`src/rtl/fetch_unit_if.sv`:
```
// fetch_unit_if: fetch-stage bus bundling the decode handshake and the instruction memory port.
interface fetch_unit_if #(parameter int ADDR_W = 9);
  logic              stall_i;
  logic              redirect_i;
  logic [31:0]       redirect_pc_i;
  logic [ADDR_W-1:0] imem_addr_o;
  logic [31:0]       imem_rdata_i;
  logic              valid_o;
  logic [31:0]       instr_o;
  logic [31:0]       pc_o;
  logic [31:0]       pc_plus4_o;
  logic [31:0]       fetch_count_o;
  modport master (
    input  stall_i, redirect_i, redirect_pc_i, imem_rdata_i,
    output imem_addr_o, valid_o, instr_o, pc_o, pc_plus4_o, fetch_count_o
  );
  modport slave (
    output stall_i, redirect_i, redirect_pc_i, imem_rdata_i,
    input  imem_addr_o, valid_o, instr_o, pc_o, pc_plus4_o, fetch_count_o
  );
endinterface

```
`src/rtl/fetch_unit.sv`:
```
// fetch_unit: PC owner for a 1-cycle-latency instruction memory, with stall hold buffer and redirect squash.
module fetch_unit #(
  parameter logic [31:0] RESET_PC  = 32'h0000_0000,
  parameter int          ADDR_W    = 9,
  parameter logic [31:0] NOP_INSTR = 32'h0000_0013
) (
  input logic          clk,
  input logic          rst_n,
  fetch_unit_if.master bus
);
  localparam logic [0:0] FETCH = 1'b0;
  localparam logic [0:0] HOLD  = 1'b1;
  logic [31:0] r_f_pc, r_d_pc, r_hold_instr, r_fetch_count;
  logic        r_d_valid;
  logic [0:0]  r_state;
  logic        w_accept;
  logic [31:0] w_redirect_pc;
  assign w_accept       = r_d_valid && !bus.stall_i && !bus.redirect_i;
  assign w_redirect_pc  = bus.redirect_pc_i & ~32'd3;
  assign bus.imem_addr_o   = r_f_pc[ADDR_W+1:2];
  assign bus.valid_o       = r_d_valid;
  assign bus.pc_o          = r_d_pc;
  assign bus.pc_plus4_o    = r_d_pc + 32'd4;
  assign bus.fetch_count_o = r_fetch_count;
  assign bus.instr_o = !r_d_valid ? NOP_INSTR : (r_state == HOLD) ? r_hold_instr : bus.imem_rdata_i;
  // The memory word for d_pc is only on imem_rdata_i for one cycle, so a stall captures it.
  always_ff @(posedge clk or negedge rst_n) begin
    if (!rst_n) begin
      r_f_pc        <= RESET_PC;
      r_d_pc        <= RESET_PC;
      r_d_valid     <= 1'b0;
      r_hold_instr  <= 32'd0;
      r_state       <= FETCH;
      r_fetch_count <= 32'd0;
    end else begin
      r_fetch_count <= r_fetch_count + 32'(w_accept);
      if (bus.redirect_i) begin
        r_f_pc    <= w_redirect_pc;
        r_d_valid <= 1'b0;
        r_state   <= FETCH;
      end else if (bus.stall_i) begin
        if (r_state == FETCH) begin
          r_hold_instr <= bus.imem_rdata_i;
          r_state      <= HOLD;
        end
      end else begin
        r_f_pc    <= r_f_pc + 32'd4;
        r_d_pc    <= r_f_pc;
        r_d_valid <= 1'b1;
        r_state   <= FETCH;
      end
    end
  end
endmodule

```
`src/flat_wrapper.sv`:
```
// flat-port wrapper written by rule: the top's interface ports become plain ports
module fetch_unit_flat 
#(
  parameter logic [31:0] RESET_PC  = 32'h0000_0000,
  parameter int          ADDR_W    = 9,
  parameter logic [31:0] NOP_INSTR = 32'h0000_0013
)
  (clk, rst_n, bus_stall_i, bus_redirect_i, bus_redirect_pc_i, bus_imem_rdata_i, bus_imem_addr_o, bus_valid_o, bus_instr_o, bus_pc_o, bus_pc_plus4_o, bus_fetch_count_o);
  fetch_unit_if #(.ADDR_W(ADDR_W)) bus_i ();
  input logic clk;
  input logic rst_n;
  input wire logic [$bits(bus_i.stall_i)-1:0] bus_stall_i;
  input wire logic [$bits(bus_i.redirect_i)-1:0] bus_redirect_i;
  input wire logic [$bits(bus_i.redirect_pc_i)-1:0] bus_redirect_pc_i;
  input wire logic [$bits(bus_i.imem_rdata_i)-1:0] bus_imem_rdata_i;
  output wire logic [$bits(bus_i.imem_addr_o)-1:0] bus_imem_addr_o;
  output wire logic [$bits(bus_i.valid_o)-1:0] bus_valid_o;
  output wire logic [$bits(bus_i.instr_o)-1:0] bus_instr_o;
  output wire logic [$bits(bus_i.pc_o)-1:0] bus_pc_o;
  output wire logic [$bits(bus_i.pc_plus4_o)-1:0] bus_pc_plus4_o;
  output wire logic [$bits(bus_i.fetch_count_o)-1:0] bus_fetch_count_o;
  assign bus_i.stall_i = bus_stall_i;
  assign bus_i.redirect_i = bus_redirect_i;
  assign bus_i.redirect_pc_i = bus_redirect_pc_i;
  assign bus_i.imem_rdata_i = bus_imem_rdata_i;
  assign bus_imem_addr_o = bus_i.imem_addr_o;
  assign bus_valid_o = bus_i.valid_o;
  assign bus_instr_o = bus_i.instr_o;
  assign bus_pc_o = bus_i.pc_o;
  assign bus_pc_plus4_o = bus_i.pc_plus4_o;
  assign bus_fetch_count_o = bus_i.fetch_count_o;
  fetch_unit #(.RESET_PC(RESET_PC), .ADDR_W(ADDR_W), .NOP_INSTR(NOP_INSTR)) u_core (.clk(clk), .rst_n(rst_n), .bus(bus_i));
endmodule
```
`config.mk`:
```
export PLATFORM = sky130hd
export DESIGN_NAME = fetch_unit_flat
export DESIGN_NICKNAME = d
export VERILOG_FILES = /design/src/rtl/fetch_unit_if.sv /design/src/rtl/fetch_unit.sv /design/src/flat_wrapper.sv
export SDC_FILE = /design/constraint.sdc
export NUM_CORES = 1
export LEC_CHECK = 0
export ABC_AREA = 0
export ABC_CLOCK_PERIOD_IN_PS = 2400
export BUFFER_PORTS_ARGS = -buffer_cell sky130_fd_sc_hd__buf_2
export CORE_AREA = 3 3 98 193
export DETAILED_ROUTE_END_ITERATION = 10
export DIE_AREA = 0 0 101 196
export SYNTH_ARGS = -nofsm -noshare
export SYNTH_HDL_FRONTEND = slang
export SYNTH_SLANG_ARGS = --single-unit
export TNS_END_PERCENT = 20
```
`constraint.sdc`:
```
create_clock -name clk -period 2.4 [get_ports clk]
set_clock_uncertainty 0.2 [all_clocks]
set_input_delay 0.12 -clock clk [delete_from_list [all_inputs] [get_ports clk]]
set_output_delay 0.12 -clock clk [all_outputs]
set_load 0.01 [all_outputs]
```
Word level (Yosys, flattened, before mapping)

Cells that the tools add are included.

Register bits: 130

$add $sub $neg: 3
Bitwise logic cells: 2
Muxes and demuxes: 8
Equal/unequal tests: 1
Reduce and logical (&&, ||, !) cells: 6

Operators by type and width:

| kind                                                   | number |
|---|---|
| two-way mux 32 bit                                     | 4 |
| adder 32 x 3 -> 32 bit (second input constant)         | 2 |
| adder 32 x 1 -> 32 bit                                 | 1 |
| two-way mux 1 bit                                      | 4 |
| AND reduction 2 bit                                    | 2 |
| logical AND 1 bit                                      | 2 |
| logical NOT 1 bit                                      | 2 |
| inequality test 2 x 1 -> 1 bit (second input constant) | 1 |
| NOT 1 bit                                              | 2 |

Depth between registers and ports, before layout

Depth after elaboration: 4
Mapped depth: 9

Least setup slack after synthesis

Ideal clock, no wire load.

Kind: flip-flop to flip-flop
Start point: register u_core.r_d_valid, in the netlist u_core.bus.valid_o
End point: register u_core.r_fetch_count[28], in the netlist u_core.bus.fetch_count_o[28]
Data arrival time: 1941 ps
Library setup time: 126 ps
Path buffers: 0
Cell stages (with the launch flop): 9
Slack: 133 ps
Cell sequence: dfrtp_1 > inv_1 > nor3_1 > ha_1 > ha_1 > nand2_1 > nor4_1 > nand4_1 > xnor2_1

Word-level cells in the longest chain between the ends: 3

RTL lines:

| item                            | RTL line         | text |
|---|---|---|
| start, declared                 | fetch_unit.sv:14 | `logic r_d_valid;` |
| start signal, assigned          | fetch_unit.sv:31 | `r_d_valid <= 1'b0;` |
| start signal, assigned          | fetch_unit.sv:39 | `r_d_valid <= 1'b0;` |
| start signal, assigned          | fetch_unit.sv:49 | `r_d_valid <= 1'b1;` |
| logical AND 1 bit (2 in series) | fetch_unit.sv:18 | `assign w_accept = r_d_valid && !bus.stall_i && !bus.redirect_i;` |
| adder 32 x 1 -> 32 bit          | fetch_unit.sv:36 | `r_fetch_count <= r_fetch_count + 32'(w_accept);` |
| end signal, assigned            | fetch_unit.sv:36 |  |
| end, declared                   | fetch_unit.sv:13 | `logic [31:0] r_f_pc, r_d_pc, r_hold_instr, r_fetch_count;` |

No other way between the ends.
A chain may end at the register's enable or synchronous reset.

Worst setup path after layout

Start point: register u_core.r_d_pc[4], in the netlist u_core.bus.pc_o[4]
End point: output bus_pc_plus4_o[14]

Word-level cells in the longest chain between the ends: 1

RTL lines:

| item                   | RTL line           | text |
|---|---|---|
| start, declared        | fetch_unit.sv:13   |  |
| start signal, assigned | fetch_unit.sv:48   | `r_d_pc <= r_f_pc;` |
| adder 32 x 3 -> 32 bit | fetch_unit.sv:23   | `assign bus.pc_plus4_o = r_d_pc + 32'd4;` |
| end, declared          | flat_wrapper.sv:20 | `output wire logic [$bits(bus_i.pc_plus4_o)-1:0] bus_pc_plus4_o;` |

No other way between the ends.

==> impl_metrics.csv <==
group,metric,value,unit
detailed_routing,avgRoutedWirePerCell,16.9,µm
detailed_routing,drc,0,
worst_setup_path,crit_buf_inv,3,
synthesis,synth_cells,632,
worst_setup_path,cp.required,2.08,ns
clock_tree,path_clk_slew,0.06,ns
die,die_h,196,µm
timing,period_minus_slack,2.30,ns
worst_setup_path,worstPathCellList,"nand4_1 > nor4_4 > buf_4 > buf_4 > xor2_1 > buf_2",
global_routing,grt_pass1_vias,6025,
final_layout,synthToLayoutAreaGrowth,41.7,%
clock_tree,clk_latency,0.42,ns
synthesis,netlist_area,6600,µm²
timing,slew_violations,0,
synthesis,muxShareOfSynthArea,15.1,%
die,die_area,19800,µm²
place,gp_congestion,0.796,
power_and_ir_drop,worst_ir_drop_vdd,516,µV
clock_tree,clock_sinks,126,
power_and_ir_drop,power,6.55,mW
timing,rsz0062_at_grt,"true",
worst_setup_path,critical_path.startpoint_type,"flop",
detailed_routing,routed_wl,19.3,mm
global_routing,use_met3,4.09,%
final_layout,fillers,1615,
global_routing,top_usage_layer,"met2",
synthesis,yosys_warnings,0,
timing,fin_tns_setup,0,ns
detailed_routing,vias,5888,
synthesis,synth_top_area_share,47.8,%
synthesis,synth_compound_area_share,4.42,%
global_routing,grt_usage,19.5,%
die,rows,68,
synthesis,synth_common_cells,"dfrtp_1, mux2_2, nor2_1, xnor2_1, nand2_1",
timing,maxSlewHeadroom,54.1,%
synthesis,synth_cell_types,41,
synthesis,synth_most_common_cell,"dfrtp_1",
timing,min_period_over_period,96.0,%
detailed_routing,ant_nets,0,
worst_setup_path,critPathMaxStageDelay,0.39,ns
worst_setup_path,crit_arrival,1.98,ns
job,cap_violations,0,
die,core,17500,µm²
synthesis,synth_edf_count,0,
timing,fmax,0.434,GHz
detailed_routing,drtIter0Drc,195,
global_routing,grt_max_degree,127,
worst_setup_path,crit_top_cell,"buf_4",
die,ios,206,
clock_tree,htree_levels,4,
synthesis,synth_top_family_by_area,"simple AND/OR/NAND/NOR gates",
run_status,run_status,"complete, no violations",
timing,tightest_slew,0.689,ns
worst_setup_path,worstSetupPathType,"reg2out",
clock_tree,clockBufferDepth,2,
synthesis,synthArstFlopShare,100,%
global_routing,antenna_found_initial,0,
final_layout,drive_above_1_share,38.6,%
die,fp.dieW,101,µm
worst_setup_path,crit_fanout,4,
global_routing,overflow,0,
worst_hold_path,hold_path.class,"in2async",
synthesis,yosys.area_share.xor_xnor,9.15,%
global_routing,grt_pass1_wl,30.5,mm
synthesis,ys_seq_area_share,47.8,%
final_layout,fin_nets,994,
detailed_routing,viasPerCell,5.14,
clock_tree,tritoncts,"yes",
final_layout,antenna_cells,0,
place,port_buffers,199,
timing,finalHoldViolCount,0,
place,dpl.hpwl,13.5,mm
worst_setup_path,end_kind,"output port",
worst_setup_path,cp_slowest_cell,"nor4_4",
clock_tree,cts_root_buf,"clkbuf_16",
synthesis,synth.ff_latch_count,126,
synthesis,synthFlopType,"dfrtp_1",
clock_tree,cts_made_buffers,17,
synthesis,synth_top_area_cell,"dfrtp_1",
die,start_util,37.7,%
synthesis,synth.area.top_cells,"dfrtp_1, mux2_2, xnor2_1",
timing,finalSetupViolCount,0,
synthesis,syn_avg_cell_area,10.4,µm²
worst_setup_path,cp_top_family,"simple AND/OR/NAND/NOR gates",
synthesis,synth-simple-area-share,18.7,%
global_routing,use_met2,36.1,%
power_and_ir_drop,leakagePower,4.27,nW
synthesis,synth-adder-area-share,0.758,%
power_and_ir_drop,power_density,700,nW/µm²
global_routing,grt.met1_usage,21.1,%
detailed_routing,drt_pass1_iterations,4,
logic make-up (layout without fill, tap and decap cells):
kind of cell | count (synthesis) | in the layout
simple gates | 237 | 237
mux | 92 | 92
xor+xnor | 69 | 69
other cells | 1 | 4
fa+ha+maj | 4 | 4
compound gates | 46 | 46
flops | 126 | 126
buf+inv | 57 | 357
state kept, by name (all words and copies together) (netlist names):
| signal | cells |
|---|---|
| u_core.r_hold_instr | 32 |
| u_core.r_state | 1 |
| u_core.r_f_pc | 30 |
| u_core.bus.fetch_count_o | 32 |
| u_core.bus.pc_o | 30 |
| u_core.bus.valid_o | 1 |
repair_timing:
item,in CTS,in global routing
endpoints found under the hold margin,191,1
pin swaps,4,5
endpoints found under the setup margin,11,22
hold buffers,65,1
gates cloned,1,0
buffers inserted,5,3
gates resized for setup,8,16
worst register-to-register path: stages, from the launching register on:
cell and delay, ns:
dfrtp_1 0.35, nand4_2 0.19, or4_1 0.52, buf_4 0.22, or4_1 0.53, a31oi_1 0.18
power by group:
group	total, mW	internal, mW	switching [mW]
combinational	1.39	0.700	0.690
sequential	2.67	2.40	0.272
clock	2.48	1.48	1.00
total	6.55	4.58	1.96
stage by stage:
step / utilization [%] / setup slack (ns) / hold WS [ns] / instances / cell area, µm²
after global placement: 45.4 / 0.142 / 0.0884 / 1038 / 7970
final: 53.4 / 0.0953 / 0.151 / 1145 / 9360
after floorplan: - / 0.133 / -0.376 / 635 / 6610
after CTS: 52.8 / 0.00731 / 0.00535 / 1141 / 9250
after global routing: 53.4 / -0.0280 / 0.219 / 1145 / 9360
after detailed placement: 45.4 / 0.118 / 0.0862 / 1038 / 7970
layer usage:
| metal | vias to the layer above | wire length [µm] |
|---|---|---|
| li1 | 2810 | - |
| met1 | 2862 | 7220 |
| met2 | 189 | 10600 |
| met3 | 27 | 1160 |
| met4 | 0 | 399 |
| met5 | - | 0 |
worst paths after layout:
| path | end | slack, ns | cells after the start | start |
|---|---|---|---|---|
| setup / recovery | bus_pc_plus4_o[14] | 0.1 | 6 | u_core.bus.pc_o[4] |
| hold / removal | u_core.r_hold_instr[15] | 0.15 | 3 | rst_n |
| max in group asynchronous | u_core.bus.pc_o[8] | 1.31 | 3 | rst_n |
| hold reg to reg | u_core.bus.fetch_count_o[31] | 0.27 | 1 | u_core.bus.fetch_count_o[31] |
| setup reg to reg | u_core.r_f_pc[26] | 0.12 | 5 | u_core.r_f_pc[5] |
| min in group clk | u_core.r_f_pc[18] | 0.24 | 4 | bus_redirect_pc_i[18] |
cell usage in the layout, fill, tap and decap left out, types with 7 or more instances in the layout:
| master | n |
|---|---|
| inv_1 | 13 |
| nor2_1 | 51 |
| o21ai_0 | 17 |
| dfrtp_2 | 7 |
| nand2_1 | 45 |
| dlygate4sd3_1 | 66 |
| nand3_1 | 34 |
| and3_1 | 8 |
| mux2_2 | 59 |
| o31ai_1 | 10 |
| and2_1 | 9 |
| and4_1 | 7 |
| nand4_1 | 34 |
| a31oi_1 | 12 |
| or4_1 | 15 |
| xnor2_1 | 52 |
| xor2_1 | 16 |
| buf_2 | 198 |
| dfrtp_1 | 119 |
| mux2i_1 | 33 |
| clkbuf_16 | 17 |
| buf_4 | 44 |
layout make-up:
cell class / instances / area, µm² / share of cell area (%)
Multi-Input combinational cell: 452 / 3280 / 35.0
Sequential cell: 126 / 3160 / 33.8
Timing Repair Buffer: 311 / 2030 / 21.7
Clock buffer: 20 / 457 / 4.88
Tap cell: 210 / 263 / 2.81
Clock inverter: 12 / 113 / 1.20
Inverter: 14 / 52.6 / 0.562
Power figures use the tool's default switching activity.
